--- src/rtl/lcv_div_pkg.sv ---
`default_nettype none
// ============================================================================
//  Module   : lcv_div_pkg
//  Purpose  : Shared FSM state type and sizing helpers for the iterative divider.
//  Revision : 1.0 - initial release
// ============================================================================
package lcv_div_pkg;

   typedef enum logic [2:0] {
      ST_IDLE  = 3'd0,
      ST_PREP  = 3'd1,
      ST_ITER  = 3'd2,
      ST_FIXUP = 3'd3,
      ST_DONE  = 3'd4
   } lcv_div_state_e;

   localparam int LCV_DIV_MAX_WIDTH = 64;

   function automatic int lcv_div_cnt_w(input int width);
      return (width > 1) ? $clog2(width) : 1;
   endfunction

   // Most negative two's-complement value of a width-bit word, zero-extended.
   function automatic logic [LCV_DIV_MAX_WIDTH-1:0] lcv_div_min_val(input int width);
      return {{(LCV_DIV_MAX_WIDTH-1){1'b0}}, 1'b1} << (width - 1);
   endfunction

endpackage
`default_nettype wire

--- src/rtl/lcv_div_step.sv ---
`default_nettype none
// ============================================================================
//  Module   : lcv_div_step
//  Purpose  : One radix-2 restoring division step (shift in, trial subtract).
//  Revision : 1.0 - initial release
// ============================================================================
module lcv_div_step #(
   parameter int WIDTH = 32
) (
   input  logic [WIDTH-1:0] rem_i,
   input  logic             bit_i,
   input  logic [WIDTH-1:0] div_i,
   output logic [WIDTH-1:0] rem_o,
   output logic             quot_bit_o
);

   logic [WIDTH:0] rem_shift_w;
   logic [WIDTH:0] trial_w;

   // The partial remainder stays below the divisor, so either result fits WIDTH bits.
   always_comb begin
      rem_shift_w = {rem_i, bit_i};
      trial_w     = rem_shift_w - {1'b0, div_i};
      quot_bit_o  = ~trial_w[WIDTH];
      rem_o       = trial_w[WIDTH] ? rem_shift_w[WIDTH-1:0] : trial_w[WIDTH-1:0];
   end

endmodule
`default_nettype wire

--- src/rtl/lcv_div_multi_cycle.sv ---
`default_nettype none
// ============================================================================
//  Module   : lcv_div_multi_cycle
//  Purpose  : Iterative signed/unsigned restoring divider, one quotient bit per cycle.
//  Revision : 1.0 - initial release
// ============================================================================
module lcv_div_multi_cycle
   import lcv_div_pkg::*;
#(
   parameter int WIDTH = 32
) (
   input  logic             clk,
   input  logic             rst,
   input  logic             inp_valid,
   output logic             inp_ready,
   input  logic [WIDTH-1:0] inp_a,
   input  logic [WIDTH-1:0] inp_b,
   input  logic             inp_signed,
   output logic             outp_valid,
   input  logic             outp_ready,
   output logic [WIDTH-1:0] outp_quot,
   output logic [WIDTH-1:0] outp_rem,
   output logic             outp_div_by_zero
);

   localparam int               CNT_W    = lcv_div_cnt_w(WIDTH);
   localparam logic [WIDTH-1:0] MIN_VAL  = WIDTH'(lcv_div_min_val(WIDTH));
   localparam logic [CNT_W-1:0] CNT_LAST = CNT_W'(WIDTH - 1);

   lcv_div_state_e   state_q, state_d;

   logic [WIDTH-1:0] a_q, b_q;
   logic             signed_q;
   logic [WIDTH-1:0] div_q, shift_q, prem_q;
   logic [CNT_W-1:0] cnt_q;
   logic             quot_neg_q, rem_neg_q;
   logic [WIDTH-1:0] quot_q, rem_q;
   logic             dbz_q;

   logic             a_neg_w, b_neg_w, b_zero_w, ovf_w;
   logic [WIDTH-1:0] a_abs_w, b_abs_w;
   logic [WIDTH-1:0] step_rem_w;
   logic             step_qbit_w;

   assign a_neg_w  = signed_q & a_q[WIDTH-1];
   assign b_neg_w  = signed_q & b_q[WIDTH-1];
   assign a_abs_w  = a_neg_w ? -a_q : a_q;
   assign b_abs_w  = b_neg_w ? -b_q : b_q;
   assign b_zero_w = (b_q == '0);
   assign ovf_w    = signed_q & (a_q == MIN_VAL) & (b_q == '1);

   lcv_div_step #(
      .WIDTH (WIDTH)
   ) u_step (
      .rem_i      (prem_q),
      .bit_i      (shift_q[WIDTH-1]),
      .div_i      (div_q),
      .rem_o      (step_rem_w),
      .quot_bit_o (step_qbit_w)
   );

   always_ff @(posedge clk or posedge rst) begin
      if (rst) state_q <= ST_IDLE;
      else     state_q <= state_d;
   end

   always_comb begin
      state_d = state_q;
      case (state_q)
         ST_IDLE:  if (inp_valid) state_d = ST_PREP;
         ST_PREP:  state_d = (b_zero_w || ovf_w) ? ST_DONE : ST_ITER;
         ST_ITER:  if (cnt_q == CNT_LAST) state_d = ST_FIXUP;
         ST_FIXUP: state_d = ST_DONE;
         ST_DONE:  if (outp_ready) state_d = ST_IDLE;
         default:  state_d = ST_IDLE;
      endcase
   end

   // The shift register starts as |a| and fills with quotient bits as dividend bits leave.
   always_ff @(posedge clk or posedge rst) begin
      if (rst) begin
         a_q        <= '0;
         b_q        <= '0;
         signed_q   <= 1'b0;
         div_q      <= '0;
         shift_q    <= '0;
         prem_q     <= '0;
         cnt_q      <= '0;
         quot_neg_q <= 1'b0;
         rem_neg_q  <= 1'b0;
         quot_q     <= '0;
         rem_q      <= '0;
         dbz_q      <= 1'b0;
      end else begin
         case (state_q)
            ST_IDLE: begin
               if (inp_valid) begin
                  a_q      <= inp_a;
                  b_q      <= inp_b;
                  signed_q <= inp_signed;
               end
            end
            ST_PREP: begin
               quot_neg_q <= a_neg_w ^ b_neg_w;
               rem_neg_q  <= a_neg_w;
               div_q      <= b_abs_w;
               shift_q    <= a_abs_w;
               prem_q     <= '0;
               cnt_q      <= '0;
               if (b_zero_w) begin
                  quot_q <= '1;
                  rem_q  <= a_q;
                  dbz_q  <= 1'b1;
               end else if (ovf_w) begin
                  quot_q <= MIN_VAL;
                  rem_q  <= '0;
                  dbz_q  <= 1'b0;
               end
            end
            ST_ITER: begin
               prem_q  <= step_rem_w;
               shift_q <= {shift_q[WIDTH-2:0], step_qbit_w};
               if (cnt_q != CNT_LAST) cnt_q <= cnt_q + CNT_W'(1);
            end
            ST_FIXUP: begin
               quot_q <= quot_neg_q ? -shift_q : shift_q;
               rem_q  <= rem_neg_q ? -prem_q : prem_q;
               dbz_q  <= 1'b0;
            end
            default: ;
         endcase
      end
   end

   assign inp_ready        = (state_q == ST_IDLE);
   assign outp_valid       = (state_q == ST_DONE);
   assign outp_quot        = quot_q;
   assign outp_rem         = rem_q;
   assign outp_div_by_zero = dbz_q;

endmodule
`default_nettype wire

--- config.mk ---
export PLATFORM = sky130hd
export DESIGN_NAME = lcv_div_multi_cycle
export DESIGN_NICKNAME = d
export VERILOG_FILES = /design/src/rtl/lcv_div_pkg.sv /design/src/rtl/lcv_div_step.sv /design/src/rtl/lcv_div_multi_cycle.sv
export SDC_FILE = /design/constraint.sdc
export NUM_CORES = 1
export LEC_CHECK = 0
export ABC_AREA = 1
export CORE_UTILIZATION = 60
export DETAILED_ROUTE_END_ITERATION = 8
export GPL_ROUTABILITY_DRIVEN = 0
export HOLD_SLACK_MARGIN = 0.03
export PLACE_DENSITY = 0.82
export SLEW_MARGIN = 20
export SYNTH_ARGS = -nofsm -noshare
export SYNTH_HDL_FRONTEND = slang
export SYNTH_SLANG_ARGS = --single-unit
--- constraint.sdc ---
create_clock -name clk -period 9.9 [get_ports clk]
set_input_delay 1.485 -clock clk [delete_from_list [all_inputs] [get_ports clk]]
set_output_delay 1.485 -clock clk [all_outputs]
set_load 0.02 [all_outputs]
# Word-level counts from Yosys, hierarchy flattened
# Cells that the tools add are included.
# word_totals
ff_bits	236
output_inout_bits	67
elab_cells	70
# classes
addsub	6
n_eq_ne	13
muxes	23
n_bitwise	6
reduce_logical	9
# ops
op	count
two-way mux 32 bit	9
case mux 32 bit (2 select lines)	4
negation 32 bit	4
equality test 32 bit (second input constant)	2
subtractor 33 x 32 -> 33 bit	1
zero test 32 bit	1
case mux 3 bit (5 select lines)	1
two-way mux 3 bit	4
case mux 5 bit (2 select lines)	1
equality test 3 x 2 -> 1 bit (second input constant)	2
inequality test 2 bit (second input constant)	3
AND reduction 2 bit	3
adder 5 x 1 -> 5 bit (second input constant)	1
equality test 5 bit (second input constant)	1
two-way mux 5 bit	1
inequality test 5 bit (second input constant)	1
AND 1 bit	4
nonzero test 2 bit	2
equality test 3 x 1 -> 1 bit (second input constant)	1
equality test 3 bit (second input constant)	1
zero test 3 bit	1
inequality test 3 bit (second input constant)	1
AND reduction 3 bit	1
two-way mux 1 bit	2
other kinds (5)	5

# Depth between registers and ports, before layout
# Gate-level depths: netlist of run 1.
# depth
word_depth	6
mapped_depth	18

# Modules after synthesis
# From an unflattened synthesis of run 1, not the netlist that was laid out.
# hier_totals
cells_unflattened	2549
area_unflattened_um2	16742.3
# by_module_without_submodules
module	instances	cells_each	area_per_inst_um2	seq_area_each_um2
lcv_div_multi_cycle	1	1869	13591.8	5905.7
lcv_div_step	1	680	3150.5	0.0

# Least setup slack after synthesis of run 1
# OpenSTA, ideal clock, no wires.
# synth_timing
path_kind	input port to flip-flop
from	in inp_valid
to	reg a_q[27]
setup_ns	0.133
arrival_ns	2.319
t_required_ns	9.767
slack_ns	7.449
stages	4
cell_sequence	nand2_1 -> clkbuf_1 -> clkbuf_1 -> a21oi_1
# synth_via
elab_chain_cells	1
# synth_lines
element	line_no	source
from (decl)	lcv_div_multi_cycle.sv:14	input logic inp_valid,
AND reduction 2 bit (no line)	--	
to (signal assigned)	lcv_div_multi_cycle.sv:98	a_q <= inp_a;
to (decl)	lcv_div_multi_cycle.sv:32	logic [WIDTH-1:0] a_q, b_q;
# Every way passes these cells.
# A chain may end at the register's enable or synchronous reset.

# Worst setup path after layout of run 1
# layout_timing
from	reg state_q[2]
to	out inp_ready
# layout_via
elab_chain_cells	1
# layout_lines
element	line_no	source
from (decl)	lcv_div_multi_cycle.sv:30	lcv_div_state_e state_q, state_d;
from (signal assigned)	lcv_div_multi_cycle.sv:64	else state_q <= state_d;
zero test 3 bit	lcv_div_multi_cycle.sv:135	assign inp_ready = (state_q == ST_IDLE);
to (decl)	lcv_div_multi_cycle.sv:15	output logic inp_ready,
# Every way passes these cells.

==> results of run 1 <==
==> state kept, by name (all words and copies together) (netlist names), 5 cells and up <==
signal / flops
outp_rem: 32
shift_q: 32
div_q: 32
prem_q: 32
a_q: 32
b_q: 32
cnt_q: 5
outp_quot: 32
==> placed cells by master (no fill, tap or decap), types with 10 or more instances in the layout <==
cell type,instances
nand2_1,808
inv_1,313
nand3_1,255
nor2_1,254
dfrtp_1,236
clkdlybuf4s50_1,135
a21oi_1,108
o21ai_0,94
ha_1,39
xor2_1,34
nand4_1,31
nor3_1,26
clkbuf_16,26
o22ai_1,23
inv_2,16
nand3b_1,15
o21bai_1,15
mux2_2,13
xnor2_1,11
nand2_2,10
o221ai_1,10
==> worst paths after layout <==
kind,slack (ps),cells past startpoint,endpoint
setup / recovery,6230,4,inp_ready
hold / removal,470,2,outp_rem[4]
setup reg to reg,6640,9,shift_q[5]
hold reg to reg,470,2,outp_rem[4]
max in group asynchronous,7020,3,div_q[24]
min in group asynchronous,1450,2,prem_q[3]
==> per-layer routing <==
metal / up-vias / track usage (%) / wire [um]
met4: 0 / 14.1 / 2250
met5: - / 0 / 0
met3: 160 / 7.49 / 5570
met1: 7769 / 51.4 / 20800
li1: 8046 / - / -
met2: 984 / 55.1 / 21700
==> cell type report <==
class                           instances  area, sq um
Clock buffer                           30          696
Clock inverter                         18          234
Fill cell                            2322         8160
Inverter                              332         1260
Multi-Input combinational cell       1818         8780
Sequential cell                       236         5910
Tap cell                              341          427
Timing Repair Buffer                  143         1410
==> synthesized netlist by cell type (all sizes together) (2+ instances only) <==
master,n,area (sq um)
o21bai,15,113
nor4,4,40.0
nand3,259,1330
o21ai,111,586
a31oi,2,12.5
a21oi,109,549
o31ai,6,60.1
nand3b,15,113
nor2,268,1070
nand2,822,3130
ha,39,488
clkbuf,37,139
dfrtp,236,5910
o22ai,23,144
nor3,28,150
inv,332,1250
o221ai,10,87.6
buf,43,293
or2,2,12.5
and2,2,12.5
mux2,13,146
a21o,2,15.0
nand4,31,194
xnor2,11,96.3
xor2,34,298
o211ai,5,37.5
==> per-stage QoR <==
step           hold WS (ps)  util (%)  cells
3_5_place_dp            458      66.1   2870
2_1_floorplan           449         -   2466
4_1_cts                 475      69.6   2918
3_3_place_gp            454      66.1   2870
6_report                472      69.6   2918
5_1_grt                 493      69.6   2918
==> report_power, final <==
| group | total [mW] | internal (mW) | switching [mW] |
|---|---|---|---|
| registers | 1.90 | 1.41 | 0.497 |
| clock network | 1.04 | 0.615 | 0.430 |
| logic | 4.24 | 1.42 | 2.82 |
| total | 7.19 | 3.44 | 3.75 |
==> critical path: stages, from the launching register on <==
cell and delay (ps):
dfrtp_1 400, nor2_1 140, inv_1 100, nor2_1 320
clkdlybuf4s50_1 680
==> cells by family (layout without fill, tap and decap cells) <==
family | after synthesis | in the layout | share of synthesized area [%]
compound gates | 288 | 288 | 10.1
xor+xnor | 45 | 45 | 2.41
fa+ha+maj | 40 | 40 | 3.11
buf+inv | 412 | 523 | 10.3
flops | 236 | 236 | 36.1
mux | 13 | 13 | 0.896
simple gates | 1432 | 1432 | 37.1
==> results.txt, run 1 <==
TritonCTS built the clock tree. The clock sink total is 236. The count of input and output buffers came out at 135. For this design the static power due to leakage is ~9.6 nW. The number of clock buffers added by TritonCTS is 26. The count of standard-cell rows came out at 60.

The number of antenna violations at the first check in global routing is 1. The number of standard cells after synthesis is 2466. The critical path data arrival time came out at about 2200 ps. The post-CTS setup buffer count came out at 0. The final-report max-slew violation count was 0.

The startpoint type of the worst setup path is a flip-flop. The post-placement worst setup slack came out at 6360 ps. The synthesized netlist contains 52 unique library cells.

The worst hold path begins at outp_rem[4]. Global routing consumed, over all layers together, 36.5% of the routing resources. Of the available clock period, the critical path in the final layout requires 37.1%. In the synthesized netlist the async set-or-reset flop fraction comes to 100%. The reg-to-reg critical path startpoint is state_q[2]. The worst path meets setup with 6230 ps of slack. The H-tree depth is 1. The synthesized area per cell is 6.63 sq um. The timing startpoint of the critical path is state_q[2].

The cell sitting at the root of the clock tree is a clkbuf_16. The critical path is of the flip-flop to output pin type. The maximum operating frequency is 272 MHz. For this configuration, the core starts out at a cell density of a little over 60%. The worst vdd rail ir drop is 0.336 mV. The via count of the first global-routing pass is about 16000. The average via count per standard cell is slightly below 6. The total power is just over 7 mW. The global-route wire length before repair came out at between 80 and 90 mm. Compared with the post-synthesis result, the final layout area differs by 14.5%.

The first-pass detailed-route iteration total came out at 6. The total power divided by cell area is 384 nW/um^2. The final count of negative-setup-slack endpoints came out at 0.

In the synthesized netlist the dominant register cell turns out to be dfrtp_1. The final layout contains routed wiring with a total length of 50.3 mm. The number of antenna cells inserted is 0. The number of hold violations in the final report is 0. The maximum number of pins on one net before global-route repair is 118. The HPWL after detailed placement is ~38 mm. The area of all placed cells without fillers is ~19000 sq um. The worst pin sits at a relative slew slack of 32.1%.

For the worst setup path, the data required time is approximately 8400 ps. The share of synthesized area occupied by flip-flops and latches is between 30% and 40%. The placed instance area came out at around 18000 sq um. During synthesis, Yosys emitted a total of 0 warnings. The tool flagged a number of max-cap violations equal to 0. The endpoint class of the critical path is an output pin.

The post-cts gate resize count came out at 0. The die covers 27900 sq um. The proportion of layout cells with a drive suffix above 1 is 5.24%.

The run finished with clean final reports. The die outline height is between 150 and 200 um. The area of the core came out at 26900 sq um.

The average detailed-routed wire length per instance came out at 17.2 um. The summed negative setup slack over all endpoints came out at 0 ps. The worst min-delay path category is flip-flop to flip-flop. In the routed design, unresolved DRC markers number 0. The final layout net count came out at 2666.

The top-level I/O count is 136. At the pin with the least slew margin, the transition time is between 1000 and 1500 ps. The final worst clock skew came out at 17.7 ps. The worst-skew pair later-pin latency is approximately 560 ps. The clock-pin slew of the registers on the worst-case setup and hold paths came out at 60 ps. The number of buffers on the longest clock path is 3. Yosys mapped a number of flops with a built-in enable equal to 0. Setup repair after global routing left no endpoint under its margin. The total nets after synthesis is roughly 2600. The total via count in the routed design is roughly 17000. The minimum clock period after layout came out at 3670 ps. The top fanout value on the critical path is 3.

The number of antenna-violating nets in the routed design came out at 0. Summed over all layers, the global routing overflow is 0. In this run, post-CTS hold repair placed 0 buffers. The die boundary width came out at 167 um. The number of design-rule violations left by the first detailed-router iteration is 2339.

Counting flops and latches in the post-synthesis netlist gives 236. Summing every instance area after synthesis gives 16300 sq um.
No activity file was read; power rests on OpenSTA's default activity.
==> run 2: changes to the inputs <==
CORE_UTILIZATION = 54   (was 60)
PLACE_DENSITY = 0.78   (was 0.82)
clock period = 3.3 ns   (was 9.9 ns; I/O delays follow)
==> run 2 against run 1 <==
- total power increased to 3.0 times the previous value
- hold slack got worse by 100 ps
- clock skew increased by 23 ps
- global-route usage decreased by 3.0 points
- cell count increased by 2.0%
- worst setup slack got worse by 5700 ps
- sequential power increased to 3.0 times the previous value
- design area increased by 1.0%
- flip-flop and latch count unchanged
- register-to-register slack got worse by 6100 ps
==> results.txt, run 2 (same netlist as run 1, synthesis figures left out) <==
The first-pass detailed-route iteration total was 8 (+2). The worst setup path is of the flip-flop to flip-flop kind. The average detailed-routed wire length per instance came out at 17.4 um (+0.75%). The via count of the first global-routing pass is 15600 (-0.55%). The number of design-rule violations left by the first detailed-router iteration came to 2098 (-10%). The worst vdd rail ir drop came out at 0.624 mV (+86%).

The global-route usage over all layers is 33.5% (-3.0 points). The maximum number of pins on one net before global-route repair is 83 (-30%). The global-route wire length before repair came out at 81.8 mm (+1.5%). The sequential share of power was 26.0% (-0.5 points). The proportion of layout cells with a drive suffix above 1 came out at 5.64% (+0.40 points). The worst min-delay path category is primary input to async pin.

The final HPWL from detailed placement came out at 39.9 mm (+4.7%). The maximum operating frequency came out at 356 MHz. The final layout net count was 2675 (+0.34%). The number of antenna violations at the first check in global routing is 1 (unchanged).

STA classifies the critical path endpoint as a flip-flop. The total power divided by cell area came out at 1150 nW/um^2 (+200%). Setup repair after global routing left no endpoint under its margin. The flow ran to the end, and the final reports show no timing, DRC or antenna violations. The post-placement worst setup slack is 605 ps (-5750 ps).

The cell that appears most often on the critical path is nand2_2. The final critical path takes up between 80% and 90% of the cycle. TritonCTS built the clock tree. The detailed-route DRC error count is 0 (unchanged).

The final standard cell utilization of the core came out at 63.6% (-6.0 points). The top fanout value on the critical path came out at 20 (+17). The starting utilization of the core area is 55.0% (-5.8 points). The hold buffer count at cts was 0 (unchanged). The H-tree depth is 1 (unchanged). The clock sink total is 236 (unchanged). The minimum clock period after layout came out at 2810 ps. The worst setup path is launched from a flip-flop.

The average via count per standard cell came to 5.72 (-1.5%). The max-cap check violation count is 0 (unchanged). The slowest cell on the critical path is fa_1. The final-report max-slew violation count is 0 (unchanged). The static leakage power was 9.65 nW (+0.71%). The net switching power of the design is 11.4 mW (+200%).

The worst-skew pair later-pin latency came out at 570 ps (about the same). In the layout the commonest cells are nand2_1 (808), inv_1 (313), nand3_1 (255). The final worst slack is 494 ps (-5730 ps).

The required arrival time at the worst endpoint came out at 3720 ps (-4700 ps). The number of antenna cells inserted is 0 (unchanged). The proportion of total power due to net switching came to 52.2% (about the same). The count of standard-cell rows is 63 (+5.0%). The filler cell count is 2694 (+16%).

The final worst clock skew was 40.3 ps (+22.6 ps). The total length of routed wires was 51.7 mm (+2.8%). The clock root buffer master is clkbuf_16.

The die outline height came out at 176 um (+5.3%). The count of input and output buffers is 135 (unchanged). The critical path data arrival time came out at 3230 ps (+1040 ps).

The total via count in the routed design is 17000 (+0.46%). The post-CTS setup buffer count is 0 (unchanged). The slew at the pin closest to its max-slew limit came out at 957 ps (-60.3 ps). The signal on the critical path passes through inv_1 > ha_1 > fa_1 > inv_1 > nand2_1 > nand2_1 > nand3_1 > nand2_2 > nand2_2 > nand2_2 > nand2_4 > nand2_2 > nand2_4 > nand2_2 > nand2_1 > nand3_1 > nand2_1. The design internal power came out at 10.4 mW (+200%). The number of antenna-violating nets in the routed design came to 0 (unchanged). The area of the core was 29700 sq um (+11%). The number of hold violations in the final report came out at 0 (unchanged). The top-level I/O count is 136 (unchanged). The part of the total power dissipated in combinational logic came out at 59.4% (+0.4 points). The clock group share of total power is 14.6% (about the same).

The number of buffers on the longest clock path is 3 (unchanged). The die boundary width came out at 176 um (+5.3%). The overall overflow remaining after global route was 0 (unchanged).

The post-cts gate resize count came out at 0 (unchanged). The peak per-stage delay on the critical path is 440 ps (-240 ps). The clock-pin slew of the registers on the worst-case setup and hold paths is 60 ps (about the same). The library cell used most frequently in the layout, excluding fill and tap cells, is nand2_1. The number of buffers inserted during clock tree synthesis came out at 27 (+3.8%).

The final count of negative-setup-slack endpoints came out at 0 (unchanged). The area of the die came out at 31000 sq um (+11%). The area growth from synthesis to layout is 15.7%. The tightest slew margin relative to the limit came to 36.1% (+4.0 points).
[run 2: critical path, delay by kind of cell (launching register included)]
family	cells	cell delay, ps
buffers and inverters	2	200
DFF	1	370
adders and majority gates	2	650
and+or+nand+nor	13	1440
[run 2: area by class of cell]
class,count,area (sq um),area share [%]
sequential,236,5910,31.2
inverter,332,1250,6.64
timing repair buffer,151,1530,8.11
tap,390,488,2.58
clock inverter,18,208,1.10
multi-input combinational,1818,8770,46.4
clock buffer,32,744,3.94
[run 2: final timing paths]
path | startpoint | to | slack [ps] | cells after the start
max | shift_q[31] | prem_q[23] | 490 | 17
min | rst | prem_q[2] | 370 | 2
max reg2reg | shift_q[31] | prem_q[23] | 490 | 17
min reg2reg | outp_quot[0] | outp_quot[0] | 470 | 2
max in group asynchronous | rst | b_q[23] | 2170 | 3
min in group clk | outp_quot[0] | outp_quot[0] | 470 | 2
[run 2: power by group through the flow]
stage | registers, mW | clock network (mW) | logic (mW)
2_1_floorplan | 5.54 | 0 | 8.91
3_3_place_gp | 5.58 | 0 | 12.2
3_5_place_dp | 5.62 | 0 | 12.6
4_1_cts | 5.58 | 3.20 | 12.6
5_1_grt | 5.78 | 3.30 | 14.3
6_report | 5.66 | 3.17 | 12.9
[run 2: per-stage QoR]
stage / TNS [ps] / std cells / power (mW) / hold slack (ps) / area, sq um
6_report: 0 / 2977 / 21.8 / 369 / 18900
3_5_place_dp: 0 / 2927 / 18.2 / 464 / 18000
2_1_floorplan: -67700 / 2466 / 14.4 / 449 / 16400
4_1_cts: 0 / 2977 / 21.4 / 373 / 18900
3_3_place_gp: 0 / 2927 / 17.8 / 458 / 18000
5_1_grt: 0 / 2977 / 23.4 / 397 / 18900
[run 2: metal layers]
layer  track usage, %  routed length (um)  part of all wire (%)  up-vias
li1                 -                   -                     -     8046
met1             47.7               21800                    42     7912
met2             50.8               22500                    43      933
met3             6.18                5460                    11      144
met4             12.3                1980                   3.8        2
met5            0.321                  13                 0.025        -
